[src/rtl/node_sched_pkg.sv]
// Shared types and defaults for the compute-node scheduler.
// Imported by node_sched and its round-robin picker.
package node_sched_pkg;

    typedef enum logic [1:0] {
        IDLE,
        ISSUE,
        WAIT,
        RESP
    } state_t;

    localparam int DEF_NUM_REQ = 4;
    localparam int DEF_WIDTH   = 8;
    localparam int DEF_LATENCY = 2;

    // Index width: at least one bit even for tiny ranges.
    function automatic int idw_f(input int n);
        return (n > 1) ? $clog2(n) : 1;
    endfunction

endpackage

[src/rtl/node_sched_rr_pick.sv]
// Combinational round-robin selector: first set request at or above ptr,
// wrapping modulo N.
module rr_pick
    import node_sched_pkg::*;
#(
    parameter int N   = DEF_NUM_REQ,
    parameter int IDW = idw_f(N)
) (
    input  logic [N-1:0]   req,
    input  logic [IDW-1:0] ptr,
    output logic           any,
    output logic [N-1:0]   gnt_onehot,
    output logic [IDW-1:0] gnt_id
);

    localparam logic [IDW:0] NN = (IDW+1)'(N);

    logic           found;
    logic [IDW:0]   sum;
    logic [IDW-1:0] idx;

    always_comb begin
        any        = |req;
        gnt_onehot = '0;
        gnt_id     = '0;
        found      = 1'b0;
        sum        = '0;
        idx        = '0;
        for (int k = 0; k < N; k++) begin
            sum = {1'b0, ptr} + (IDW+1)'(k);
            if (sum >= NN) begin
                sum = sum - NN;
            end
            idx = sum[IDW-1:0];
            if (!found && req[idx]) begin
                found           = 1'b1;
                gnt_onehot[idx] = 1'b1;
                gnt_id          = idx;
            end
        end
    end

endmodule

[src/rtl/node_sched.sv]
// Shares one fixed-latency compute node among NUM_REQ requesters,
// one transaction at a time, with round-robin fairness.
module node_sched
    import node_sched_pkg::*;
#(
    parameter int  NUM_REQ = DEF_NUM_REQ,
    parameter int  WIDTH   = DEF_WIDTH,
    parameter int  LATENCY = DEF_LATENCY,
    localparam int IDW     = idw_f(NUM_REQ)
) (
    input  logic                     clk,
    input  logic                     rst,
    input  logic [NUM_REQ-1:0]       req_valid,
    output logic [NUM_REQ-1:0]       req_ready,
    input  logic [NUM_REQ*WIDTH-1:0] req_a,
    input  logic [NUM_REQ*WIDTH-1:0] req_b,
    output logic [WIDTH-1:0]         dp_a,
    output logic [WIDTH-1:0]         dp_b,
    output logic                     dp_issue,
    input  logic [WIDTH-1:0]         dp_result,
    output logic [NUM_REQ-1:0]       resp_valid,
    output logic [WIDTH-1:0]         resp_data,
    input  logic [NUM_REQ-1:0]       resp_ready,
    output logic                     busy,
    output logic [IDW-1:0]           grant_id
);

    localparam int             CW       = idw_f(LATENCY);
    localparam logic [CW-1:0]  CNT_LAST = CW'(LATENCY - 1);
    localparam logic [IDW-1:0] ID_LAST  = IDW'(NUM_REQ - 1);

    state_t               state;
    state_t               state_next;
    logic [IDW-1:0]       ptr;
    logic [CW-1:0]        cnt;
    logic                 pick_any;
    logic [NUM_REQ-1:0]   pick_onehot;
    logic [IDW-1:0]       pick_id;
    logic                 accept;
    logic                 sample;
    logic                 done;

    rr_pick #(
        .N   (NUM_REQ),
        .IDW (IDW)
    ) u_pick (
        .req        (req_valid),
        .ptr        (ptr),
        .any        (pick_any),
        .gnt_onehot (pick_onehot),
        .gnt_id     (pick_id)
    );

    always_comb begin
        state_next = state;
        req_ready  = '0;
        resp_valid = '0;
        dp_issue   = 1'b0;
        accept     = 1'b0;
        sample     = 1'b0;
        done       = 1'b0;
        unique case (state)
            IDLE: begin
                if (pick_any) begin
                    req_ready  = pick_onehot;
                    accept     = 1'b1;
                    state_next = ISSUE;
                end
            end
            ISSUE: begin
                dp_issue   = 1'b1;
                state_next = WAIT;
            end
            WAIT: begin
                if (cnt == CNT_LAST) begin
                    sample     = 1'b1;
                    state_next = RESP;
                end
            end
            RESP: begin
                resp_valid[grant_id] = 1'b1;
                if (resp_ready[grant_id]) begin
                    done       = 1'b1;
                    state_next = IDLE;
                end
            end
            default: state_next = IDLE;
        endcase
    end

    assign busy = (state != IDLE);

    always_ff @(posedge clk) begin
        if (rst) begin
            state     <= IDLE;
            ptr       <= '0;
            grant_id  <= '0;
            cnt       <= '0;
            dp_a      <= '0;
            dp_b      <= '0;
            resp_data <= '0;
        end else begin
            state <= state_next;
            if (accept) begin
                dp_a     <= req_a[int'(pick_id)*WIDTH +: WIDTH];
                dp_b     <= req_b[int'(pick_id)*WIDTH +: WIDTH];
                grant_id <= pick_id;
            end
            if (state == ISSUE) begin
                cnt <= '0;
            end else if (state == WAIT) begin
                cnt <= cnt + CW'(1);
            end
            if (sample) begin
                resp_data <= dp_result;
            end
            // Explicit wrap keeps ptr legal for non-power-of-two counts.
            if (done) begin
                ptr <= (grant_id == ID_LAST) ? '0 : grant_id + IDW'(1);
            end
        end
    end

endmodule

[config.mk]
export PLATFORM = sky130hd
export DESIGN_NAME = node_sched
export DESIGN_NICKNAME = d
export VERILOG_FILES = /design/src/rtl/node_sched_pkg.sv /design/src/rtl/node_sched_rr_pick.sv /design/src/rtl/node_sched.sv
export SDC_FILE = /design/constraint.sdc
export NUM_CORES = 1
export LEC_CHECK = 0
export CAP_MARGIN = 30
export CORE_MARGIN = 3
export CORE_UTILIZATION = 43
export CTS_CLUSTER_DIAMETER = 120
export DETAILED_ROUTE_END_ITERATION = 7
export GPL_ROUTABILITY_DRIVEN = 0
export MAX_ROUTING_LAYER = met4
export PLACE_DENSITY = 0.82
export RECOVER_POWER = 50
export SYNTH_ARGS = -nofsm -noshare
export SYNTH_HDL_FRONTEND = slang
export SYNTH_SLANG_ARGS = --single-unit
[constraint.sdc]
create_clock -name clk -period 4.2 [get_ports clk]
set_input_delay 0.84 -clock clk [delete_from_list [all_inputs] [get_ports clk]]
set_output_delay 0.84 -clock clk [all_outputs]
set_load 0.05 [all_outputs]
==> results.ini <==
[route]
post-route-drc-count=0
ant_nets=0
vias=2904
drt-initial-drc-count=182
vias_per_cell=5.81
wl_per_cell_um=16.2
drt-total-wl_mm=8.09
first_pass_iters=5

[logic_synthesis]
synth_top_family_by_area=compound AO/OA/AOI/OAI gates
synth.top_cells.by_count=34 x nor2_1, 33 x mux2i_1, 31 x dfxtp_1, 31 x nand2_1, 17 x a21oi_1
synthDistinctLibCells=46
ys_seq_area_share_pct=23.4
synth.avg_cell_area_um2=8.44
synth_edf_count=0
synth_fa_ha_area_share_pct=7.53
synth.most_common_cell=nor2_1
synth_top_area_cell=dfxtp_1
netlist_top_cells_area=dfxtp_1 23%, mux2i_1 12%, ha_1 7.5%, nor2_1 4.8%, nand2_1 4.4%
synth.top_cell.area_share_pct=23.4
synth_compound_area_share_pct=25.8
synth_xor_area_share_pct=0.330
syn-num-nets=413
synth_ff_type=dfxtp_1
yosysWarnings=0
synth.cell_area_um2=2660
postSynthCellCount=315
ys_seq_elements=31
synthMuxAreaShare_pct=21.8
synthArstFlopShare_pct=0
synthSimpleGateAreaFrac_pct=16.4

[global_route]
antenna_found_initial=0
grt-ovfl-total=0
grt_max_degree=36
grt_usage_pct=23.0
grt_pass1_vias=2842
grt_first_pass_wirelength_mm=13.2

[floorplanning]
die_area_um2=7160
die_w_um=84.6
dieHeight_um=84.6
rows=28
core_um2=5960
io_pins=118
initial_core_util_pct=44.6

[clock_tree]
htree_num_levels=2
cts_setup_buffers=0
cts_buffers=5
clock_sinks=31
cts.path.max_buffers=2
clk_latency_ns=0.29
clk_pin_slew_ns=0.07
tritoncts=built
cts_repair_resize_count=0
clock-root-buffer=clkbuf_8
hold_buffers=0

[final_layout]
area_growth_pct=50.5
diodes=0
final_nets=522
drive_above_1_share_pct=6.82
instances_no_fill=500

[sta]
worstMarginPinSlew_ns=1.07
setup_violations=0
fmaxAchievable_mhz=248
fin_crit_ns=4.03
rsz0062_at_grt=false
tns_ns=0
fin_skew_ns=0.00117
slew-limit-headroom_pct=29.0
maxSlewViolCount=0
period_share_pct=95.9
hold_viol_final=0

[critical_path]
critPathMaxStageDelay_ns=0.57
cp-end-kind=output pin
startpoint_type=input port
crit_required_ns=3.36
worstPathArrival_ns=3.19
path_cells=clkdlybuf4s50_1, mux4_2, a211oi_1, nor3b_1, nand2_1, a21oi_1, buf_12
critical_path_class=in2out
worstPathMaxFanout=9
slowest_stage=mux4_2

[power_and_ir_drop]
internal_power_uw=972
swShare_pct=49.8
p_comb_share_pct=64.1
p_leak_uw=0.00162
p_seq_share_pct=23.5
switchingPower_uw=965
ir_worst_vdd_v=0.000308
p_clk_share_pct=12.4
p_per_area_nw_per_um2=484

[worst_hold_path]
hold_class=reg2reg

[job]
maxCapViolCount=0

[place]
dp_cells=492
dpl.hpwl_mm=6.34
io_buffers=117

[run_status]
status=complete, no violations

## cell type report
class / count / area, um2
Fill cell: 508 / 1960
Inverter: 8 / 30.0
Sequential cell: 31 / 622
Clock buffer: 5 / 68.8
Timing Repair Buffer: 123 / 1250
Multi-Input combinational cell: 255 / 1910
Clock inverter: 3 / 20.0
Tap cell: 75 / 93.8
## worst max-delay path: cells and delay by family
family | cells | cell delay [ns]
AO/OA/AOI/OAI | 2 | 0.48
buffers and inverters | 2 | 0.74
multiplexers | 1 | 0.57
AND/OR/NAND/NOR | 2 | 0.55
## kinds of logic (layout without fill, tap and decap cells)
family	Yosys count	in the layout
flops	31	31
compound gates	89	89
fa+ha+maj	16	16
buf+inv	29	139
mux	51	51
simple gates	98	98
xor+xnor	1	1
## sequential cells by signal (all words and copies together) (netlist names)
| register | flops |
|---|---|
| dp_b | 8 |
| cnt | 1 |
| state | 2 |
| ptr | 2 |
| grant_id | 2 |
| dp_a | 8 |
| resp_data | 8 |
## power by group through the flow
stage / Sequential (uW) / Clock [uW] / Combinational (uW)
2_1_floorplan: 704 / 0 / 575
6_report: 455 / 240 / 1240
4_1_cts: 459 / 243 / 1260
5_1_grt: 472 / 257 / 1320
3_3_place_gp: 460 / 0 / 1240
3_5_place_dp: 464 / 0 / 1250
## metal layers
layer  vias to the layer above  GRT usage [%]  share of wire, %
li1                       1411              -                 -
met1                      1374           28.8                43
met2                       106           38.4                49
met3                        13           3.63               6.2
met4                         0           6.19               1.4
met5                         -              -                 0
## stage by stage
stage | util [%] | worst slack (ns) | power, uW | hold slack (ns) | area, um2
after global placement | 65.7 | 0.276 | 1700 | 0.443 | 3910
after global routing | 67.2 | 0.00236 | 2050 | 0.484 | 4000
after detailed placement | 65.7 | 0.218 | 1720 | 0.448 | 3910
after floorplan | - | 0.172 | 1280 | 0.469 | 2660
final | 67.2 | 0.174 | 1940 | 0.453 | 4000
after CTS | 67.2 | 0.185 | 1960 | 0.458 | 4000
## layout by cell type (no fill, tap or decap), drive strengths merged, types with 9 or more instances in the layout
cell,synthesis,routed
nand3,10,10
mux2,13,13
dfxtp,31,31
dlygate4sd3,0,21
a21oi,18,18
buf,7,9
mux2i,34,34
a222oi,9,9
clkdlybuf4s50,0,92
nand2,31,31
nor2,34,34
ha,16,16
## path summary, 6_finish.rpt
path           startpoint  cells past startpoint  slack, ns      endpoint
max          req_valid[1]                      7       0.17  req_ready[1]
min          resp_data[6]                      2       0.45  resp_data[6]
max reg2reg        ptr[0]                      7       0.89       dp_a[2]
min reg2reg  resp_data[6]                      2       0.45  resp_data[6]
Power figures use the tool's default switching activity.
